[config.mk]
export PLATFORM = sky130hd
export DESIGN_NAME = sram_port_arbiter
export DESIGN_NICKNAME = d
export VERILOG_FILES = /design/src/rtl/sram_port_arbiter.sv
export SDC_FILE = /design/constraint.sdc
export NUM_CORES = 1
export LEC_CHECK = 0
export ABC_AREA = 0
export ABC_CLOCK_PERIOD_IN_PS = 3200
export BUFFER_PORTS_ARGS = -buffer_cell sky130_fd_sc_hd__buf_2
export CAP_MARGIN = 20
export CORE_AREA = 4 4 268 270
export CTS_BUF_LIST = sky130_fd_sc_hd__clkbuf_8
export DETAILED_ROUTE_END_ITERATION = 10
export DIE_AREA = 0 0 272 274
export GPL_TIMING_DRIVEN = 0
export PLACE_DENSITY_LB_ADDON = 0.15
export SYNTH_ARGS = -nofsm -noshare
export SYNTH_HDL_FRONTEND = slang
export SYNTH_SLANG_ARGS = --single-unit
export TNS_END_PERCENT = 10
[constraint.sdc]
create_clock -name clk -period 3.2 [get_ports clk]
set_input_delay 0.48 -clock clk [delete_from_list [all_inputs] [get_ports clk]]
set_output_delay 0.48 -clock clk [all_outputs]
set_load 0.1 [all_outputs]
[src/rtl/sram_port_arbiter.sv]
// sram_port_arbiter: two-requester burst arbiter in front of one single-port
// row-wide SRAM (1-cycle read latency). Grants whole bursts and alternates
// priority on ties.
module sram_port_arbiter #(
  parameter int unsigned ARR_WIDTH = 16
) (
  input  logic                                clk,
  input  logic                                rst_n,
  input  logic                                enable,
  input  logic [1:0]                          req,
  input  logic [1:0]                          wr,
  input  logic [1:0][6:0]                     addr,
  input  logic [1:0][7:0]                     len,
  input  logic [1:0][ARR_WIDTH-1:0][7:0]      wdata,
  output logic [1:0]                          gnt,
  output logic [1:0]                          beat,
  output logic [1:0]                          rvalid,
  output logic [1:0]                          done,
  output logic [ARR_WIDTH-1:0][7:0]           rdata,
  output logic [6:0]                          sram_addr,
  output logic                                sram_wr_en,
  output logic [ARR_WIDTH-1:0][7:0]           sram_in_data,
  input  logic [ARR_WIDTH-1:0][7:0]           sram_out_data
);

  localparam int unsigned ADDR_W = 7;
  localparam int unsigned CNT_W  = 8;

  typedef enum logic [1:0] {
    S_IDLE  = 2'd0,
    S_BURST = 2'd1,
    S_DRAIN = 2'd2
  } state_t;

  state_t              r_state;
  logic                r_ptr;
  logic                r_sel;
  logic                r_wr;
  logic [ADDR_W-1:0]   r_addr;
  logic [CNT_W-1:0]    r_rem;
  logic [1:0]          r_gnt;
  logic [1:0]          r_done;
  logic [1:0]          r_rvalid;

  logic                w_pick;
  logic                w_issue;
  logic [1:0]          w_beat;

  function automatic logic [1:0] onehot(input logic i);
    return i ? 2'b10 : 2'b01;
  endfunction

  // Tie goes to the round-robin pointer, otherwise the sole requester.
  assign w_pick  = (req == 2'b11) ? r_ptr : req[1];

  // A row is issued to the SRAM in every advancing BURST cycle.
  assign w_issue = (r_state == S_BURST) && enable;
  assign w_beat  = w_issue ? onehot(r_sel) : 2'b00;

  assign beat         = w_beat;
  assign gnt          = r_gnt;
  assign done         = r_done;
  assign rvalid       = r_rvalid;
  assign rdata        = sram_out_data;
  assign sram_addr    = w_issue ? r_addr : '0;
  assign sram_wr_en   = w_issue && r_wr;
  assign sram_in_data = (w_issue && r_wr) ? wdata[r_sel] : '0;

  // Burst FSM, address/count tracking and read-valid pipeline.
  always_ff @(posedge clk) begin
    if (!rst_n) begin
      r_state  <= S_IDLE;
      r_ptr    <= 1'b0;
      r_sel    <= 1'b0;
      r_wr     <= 1'b0;
      r_addr   <= '0;
      r_rem    <= '0;
      r_gnt    <= 2'b00;
      r_done   <= 2'b00;
      r_rvalid <= 2'b00;
    end else begin
      // SRAM data returns one cycle after a read beat, even across a stall.
      r_rvalid <= (w_issue && !r_wr) ? w_beat : 2'b00;
      if (enable) begin
        case (r_state)
          S_IDLE: begin
            if (req != 2'b00) begin
              r_sel   <= w_pick;
              r_wr    <= wr[w_pick];
              r_addr  <= addr[w_pick];
              r_rem   <= (len[w_pick] == 8'd0) ? 8'd128 : len[w_pick];
              r_gnt   <= onehot(w_pick);
              r_state <= S_BURST;
            end
          end
          S_BURST: begin
            r_addr <= r_addr + 7'd1;
            r_rem  <= r_rem - 8'd1;
            if (r_rem == 8'd1) begin
              r_gnt   <= 2'b00;
              r_done  <= onehot(r_sel);
              r_state <= S_DRAIN;
            end
          end
          S_DRAIN: begin
            r_done  <= 2'b00;
            r_ptr   <= ~r_sel;
            r_state <= S_IDLE;
          end
          default: begin
            r_state <= S_IDLE;
          end
        endcase
      end
    end
  end

endmodule

# ---- Word-level counts from Yosys, hierarchy flattened
# Cells that the tools add are included.
dict set report word_totals {
  word_cells 63
  reg_bits 26
}
dict set report op_classes {
  muxes 27
  n_reduce_logical 16
  n_bitwise 1
  addsub 2
  eq_ne 6
  n_lt_le_gt_ge 2
}
# cell n
set op_table {}
lappend op_table {{$mux W128} 3}
lappend op_table {{$mux W8} 4}
lappend op_table {{$mux W7} 4}
lappend op_table {{$mux W2} 8}
lappend op_table {{$pmux W8 S2} 1}
lappend op_table {{$pmux W7 S2} 1}
lappend op_table {{$pmux W2 S2} 3}
lappend op_table {{$reduce_and A3 Y1} 4}
lappend op_table {{$eq A8 B1 Y1 const B} 1}
lappend op_table {{$logic_not A8 Y1} 1}
lappend op_table {{$sub A8 B1 Y8 const B} 1}
lappend op_table {{$add A7 B1 Y7 const B} 1}
lappend op_table {{$reduce_bool A2 Y1} 3}
lappend op_table {{$eq A2 B2 Y1 const B} 2}
lappend op_table {{$lt A1 B2 Y1 const B} 2}
lappend op_table {{$reduce_and A2 Y1} 2}
lappend op_table {{$reduce_and A4 Y1} 1}
lappend op_table {{$logic_and A1 B1 Y1} 3}
lappend op_table {{$mux W1} 3}
lappend op_table {{$eq A2 B1 Y1 const B} 1}
lappend op_table {{$logic_not A2 Y1} 1}
lappend op_table {{$ne A2 B1 Y1 const B} 1}
lappend op_table {{$ne A2 B2 Y1 const B} 1}
lappend op_table {{$logic_not A1 Y1} 1}
lappend op_table {{$not A1 Y1} 1}

# ---- Depth between registers and ports, before layout
dict set report logic_depth {
  depth_word 8
  depth_mapped 7
}

# ---- Worst setup path after synthesis
# No wires, ideal clock.
dict set report synth_timing {
  path_type {flip-flop to output port}
  from {reg r_state[0]}
  to {out sram_in_data[100] in the netlist's numbering}
  path_stages_with_launch 8
  path_buffers 3
  setup_slack_ps 277
  t_required_ps 2720
  arrival_ps 2443
  cell_sequence {dfxtp_1 > nor2b_4 > and2_2 > buf_4 > nand2_2 > buf_6 > buf_6 > nor2_1}
}
# element line
set synth_lines {}
lappend synth_lines {{start: declaration} 35} ;# state_t r_state;
lappend synth_lines {{start signal: assignment} 72} ;# r_state <= S_IDLE;
lappend synth_lines {{start signal: assignment} 93} ;# r_state <= S_BURST;
lappend synth_lines {{start signal: assignment} 102} ;# r_state <= S_DRAIN;
lappend synth_lines {{end: declaration} 22} ;# output logic [ARR_WIDTH-1:0][7:0] sram_in_data,

==> impl_metrics.ini <==
[outcome]
outcome = complete, no violations

[clock_network]
post_cts_hold_buffer_count = 0
max-clock-path-buffers = 2
insertion_delay_ns = 0.28
path_clk_slew_ns = 0.11
clock_sinks = 26
h_tree_levels = 1
tritoncts_clock_tree = built
clock-root-buffer = sky130_fd_sc_hd__clkbuf_8
tritoncts.num_buffers = 3

[synth]
post_synthesis_register_bit_count = 26
synth.cell_area_um2 = 4600
dominantRegCellSynth = sky130_fd_sc_hd__dfxtp_1
postSynth.asyncResetShare = 0
share_of_synthesized_area_occupied_by_flip_flops_and_latches = 0.113
ys_warn_count = 0
synth.distinct_cells = 57
synth_commonest_cells = sky130_fd_sc_hd__nor2_1, sky130_fd_sc_hd__mux2i_1, sky130_fd_sc_hd__buf_4, sky130_fd_sc_hd__dfxtp_1, sky130_fd_sc_hd__nand2_1
synth_largest_area_cell = sky130_fd_sc_hd__mux2i_1
synthMostInstantiatedCell = sky130_fd_sc_hd__nor2_1
synth_top_area_frac = 0.292
synth_edf_count = 0
synthTopCellsByArea = sky130_fd_sc_hd__mux2i_1, sky130_fd_sc_hd__buf_4, sky130_fd_sc_hd__nor2_1
cells_after_synth = 617
syn_area_per_cell_um2 = 7.46
synth_nets = 1041

[die]
die_width_um = 272
coreArea_um2 = 69500
io_pins = 693
floorplan.initialDensity = 0.0662
design.die.area_um2 = 74500
die-height_um = 274
rows = 97

[sta]
totalNegativeSetupSlack_ns = 0
clock.fmax_mhz = 335
timing_hold_violations_final = 0
rsz0062_at_grt = no
min_period_ns = 2.99
slew_headroom = 0.438
final_critical_path_setup_slack_ns = 0.213
worstMarginPinSlew_ns = 0.839
final_min_period_over_clock_period = 0.934
finalClockSkew_ns = 0.00594
finalSetupViolCount = 0
final-max-slew-violation-count = 0

[critical_path]
critPathArrivalTime_ns = 2.51
critical_path.max_fanout = 10
worstRegToRegCells = 6
timing.critical_path.required_ns = 2.72
r2r_slack_ns = 1.42
crit_type = reg2out
worst_setup_path_start_kind = flip-flop
cp-end-kind = output pin

[power_and_ir_drop]
cellPowerDensity_nw_per_um2 = 255
ir_worst_vdd_mv = 0.144
power_leakage_nw = 4.43

[place]
dp.final_hpwl_um = 31400
globalplace.congestion = 0.802
place_ws_ns = 0.293
numPortBuffers = 564

[drt]
drc_errors = 0
detailroute.via_count = 6367
wl_per_cell_um = 16.3
drt-initial-drc-count = 148
post_dr_vias_cell = 2.99
route.final.wire_length_um = 34700
drt_pass_1_iters = 4
drtAntennaViolNets = 0

[layout]
layout.nets = 1611
layout-drive-gt1-share = 0.626
fin_util = 0.125
area_delta_synth_final_pct = 89.3
layout.filler_cells = 8155

[worst_hold_path]
timing.hold.worst_path_depth = 3
hold_class = in2reg

[global_routing]
grt_overflow = 0
global_route_wire_length_before_repair_um = 46100
grt_max_degree = 16
number_of_global_route_vias_before_repair = 6745
grt.total_usage = 0.0830
grt_antenna_before_repair = 13

[flow_run]
cap_violations = 0
## path summary, 6_finish.rpt
path,start,end
setup / recovery,r_state[0],sram_in_data[89]
hold / removal,addr[1],r_addr[1]
setup reg to reg,r_state[1],r_rem[6]
hold reg to reg,gnt[1],gnt[1]
## power by group
group	internal (W)	leakage, nW	total (W)	switching [W]
clock	0.000168	0.0357	0.000299	0.000131
combinational	0.000445	4.18	0.00155	0.00110
sequential	0.000347	0.213	0.000375	0.0000284
## layer usage
layer,vias to the layer above,track usage,wire length (µm)
met5,-,0,0
met3,28,0.0225,2810
met2,360,0.165,18900
met4,0,0.00520,241
met1,2866,0.0915,12800
li1,3113,-,-
## kinds of logic (layout without fill, tap and decap cells)
group	count (synthesis)	after routing	share of synthesized area
buffers and inverters	177	746	0.276
muxes	141	141	0.309
other	0	1	0
and+or+nand+nor	212	212	0.206
AOI/OAI and AO/OA	58	58	0.0881
DFF	26	26	0.113
adders and majority gates	3	3	0.00816
## per-stage QoR
step	std cells	instance area [µm²]	hold slack [ns]	power [W]
3_5_place_dp	2122	8610	0.483	0.00195
3_3_place_gp	2121	8600	0.465	0.00195
2_1_floorplan	617	4600	0.458	0.00154
5_1_grt	2126	8710	0.484	0.00233
4_1_cts	2126	8700	0.454	0.00226
6_report	2127	8710	0.450	0.00222
## repair_timing
action | in CTS | in global routing
setup buffers | 0 | 0
hold endpoints to repair | 0 | 0
setup endpoints to repair | 3 | 4
cloned | 0 | 0
resized for setup | 4 | 4
## registers in the layout (all words and copies together), names as in the netlist
name / count
r_sel: 1
done: 2
r_rem: 8
gnt: 2
r_wr: 1
r_ptr: 1
r_state: 2
r_addr: 7
rvalid: 2
## layout make-up
cell class,instances,area [µm²],area share
clock buffers,3,41.3,0.00474
diodes,1,2.50,0.000287
well taps,940,1180,0.135
clock inverters,1,30.0,0.00345
flip-flops and latches,26,520,0.0598
inverters,7,26.3,0.00302
plain buffers,170,1250,0.144
repair buffers,565,2850,0.327
multi-input cells,414,2810,0.323
## placed cells by master (no fill, tap or decap), drive strengths merged, types with 5 or more instances in the layout
cell | netlist | layout
o21ai | 11 | 11
clkbuf | 13 | 17
nor3 | 7 | 7
dfxtp | 26 | 26
and3 | 11 | 11
nand2 | 22 | 22
mux2 | 7 | 7
nand3 | 8 | 8
a21boi | 5 | 5
mux2i | 134 | 134
a21oi | 12 | 12
buf | 157 | 720
inv | 7 | 7
nor2 | 140 | 140
and2 | 5 | 5
## worst max-delay path: stages (launching register included)
cell,delay [ns]
sky130_fd_sc_hd__dfxtp_1,0.42
sky130_fd_sc_hd__nor2b_4,0.26
sky130_fd_sc_hd__and2_2,0.17
sky130_fd_sc_hd__buf_4,0.16
sky130_fd_sc_hd__nand2_2,0.15
sky130_fd_sc_hd__buf_6,0.23
sky130_fd_sc_hd__buf_6,0.17
sky130_fd_sc_hd__nor2_1,0.28
sky130_fd_sc_hd__buf_4,0.36
(Power assumes the default switching activity.)
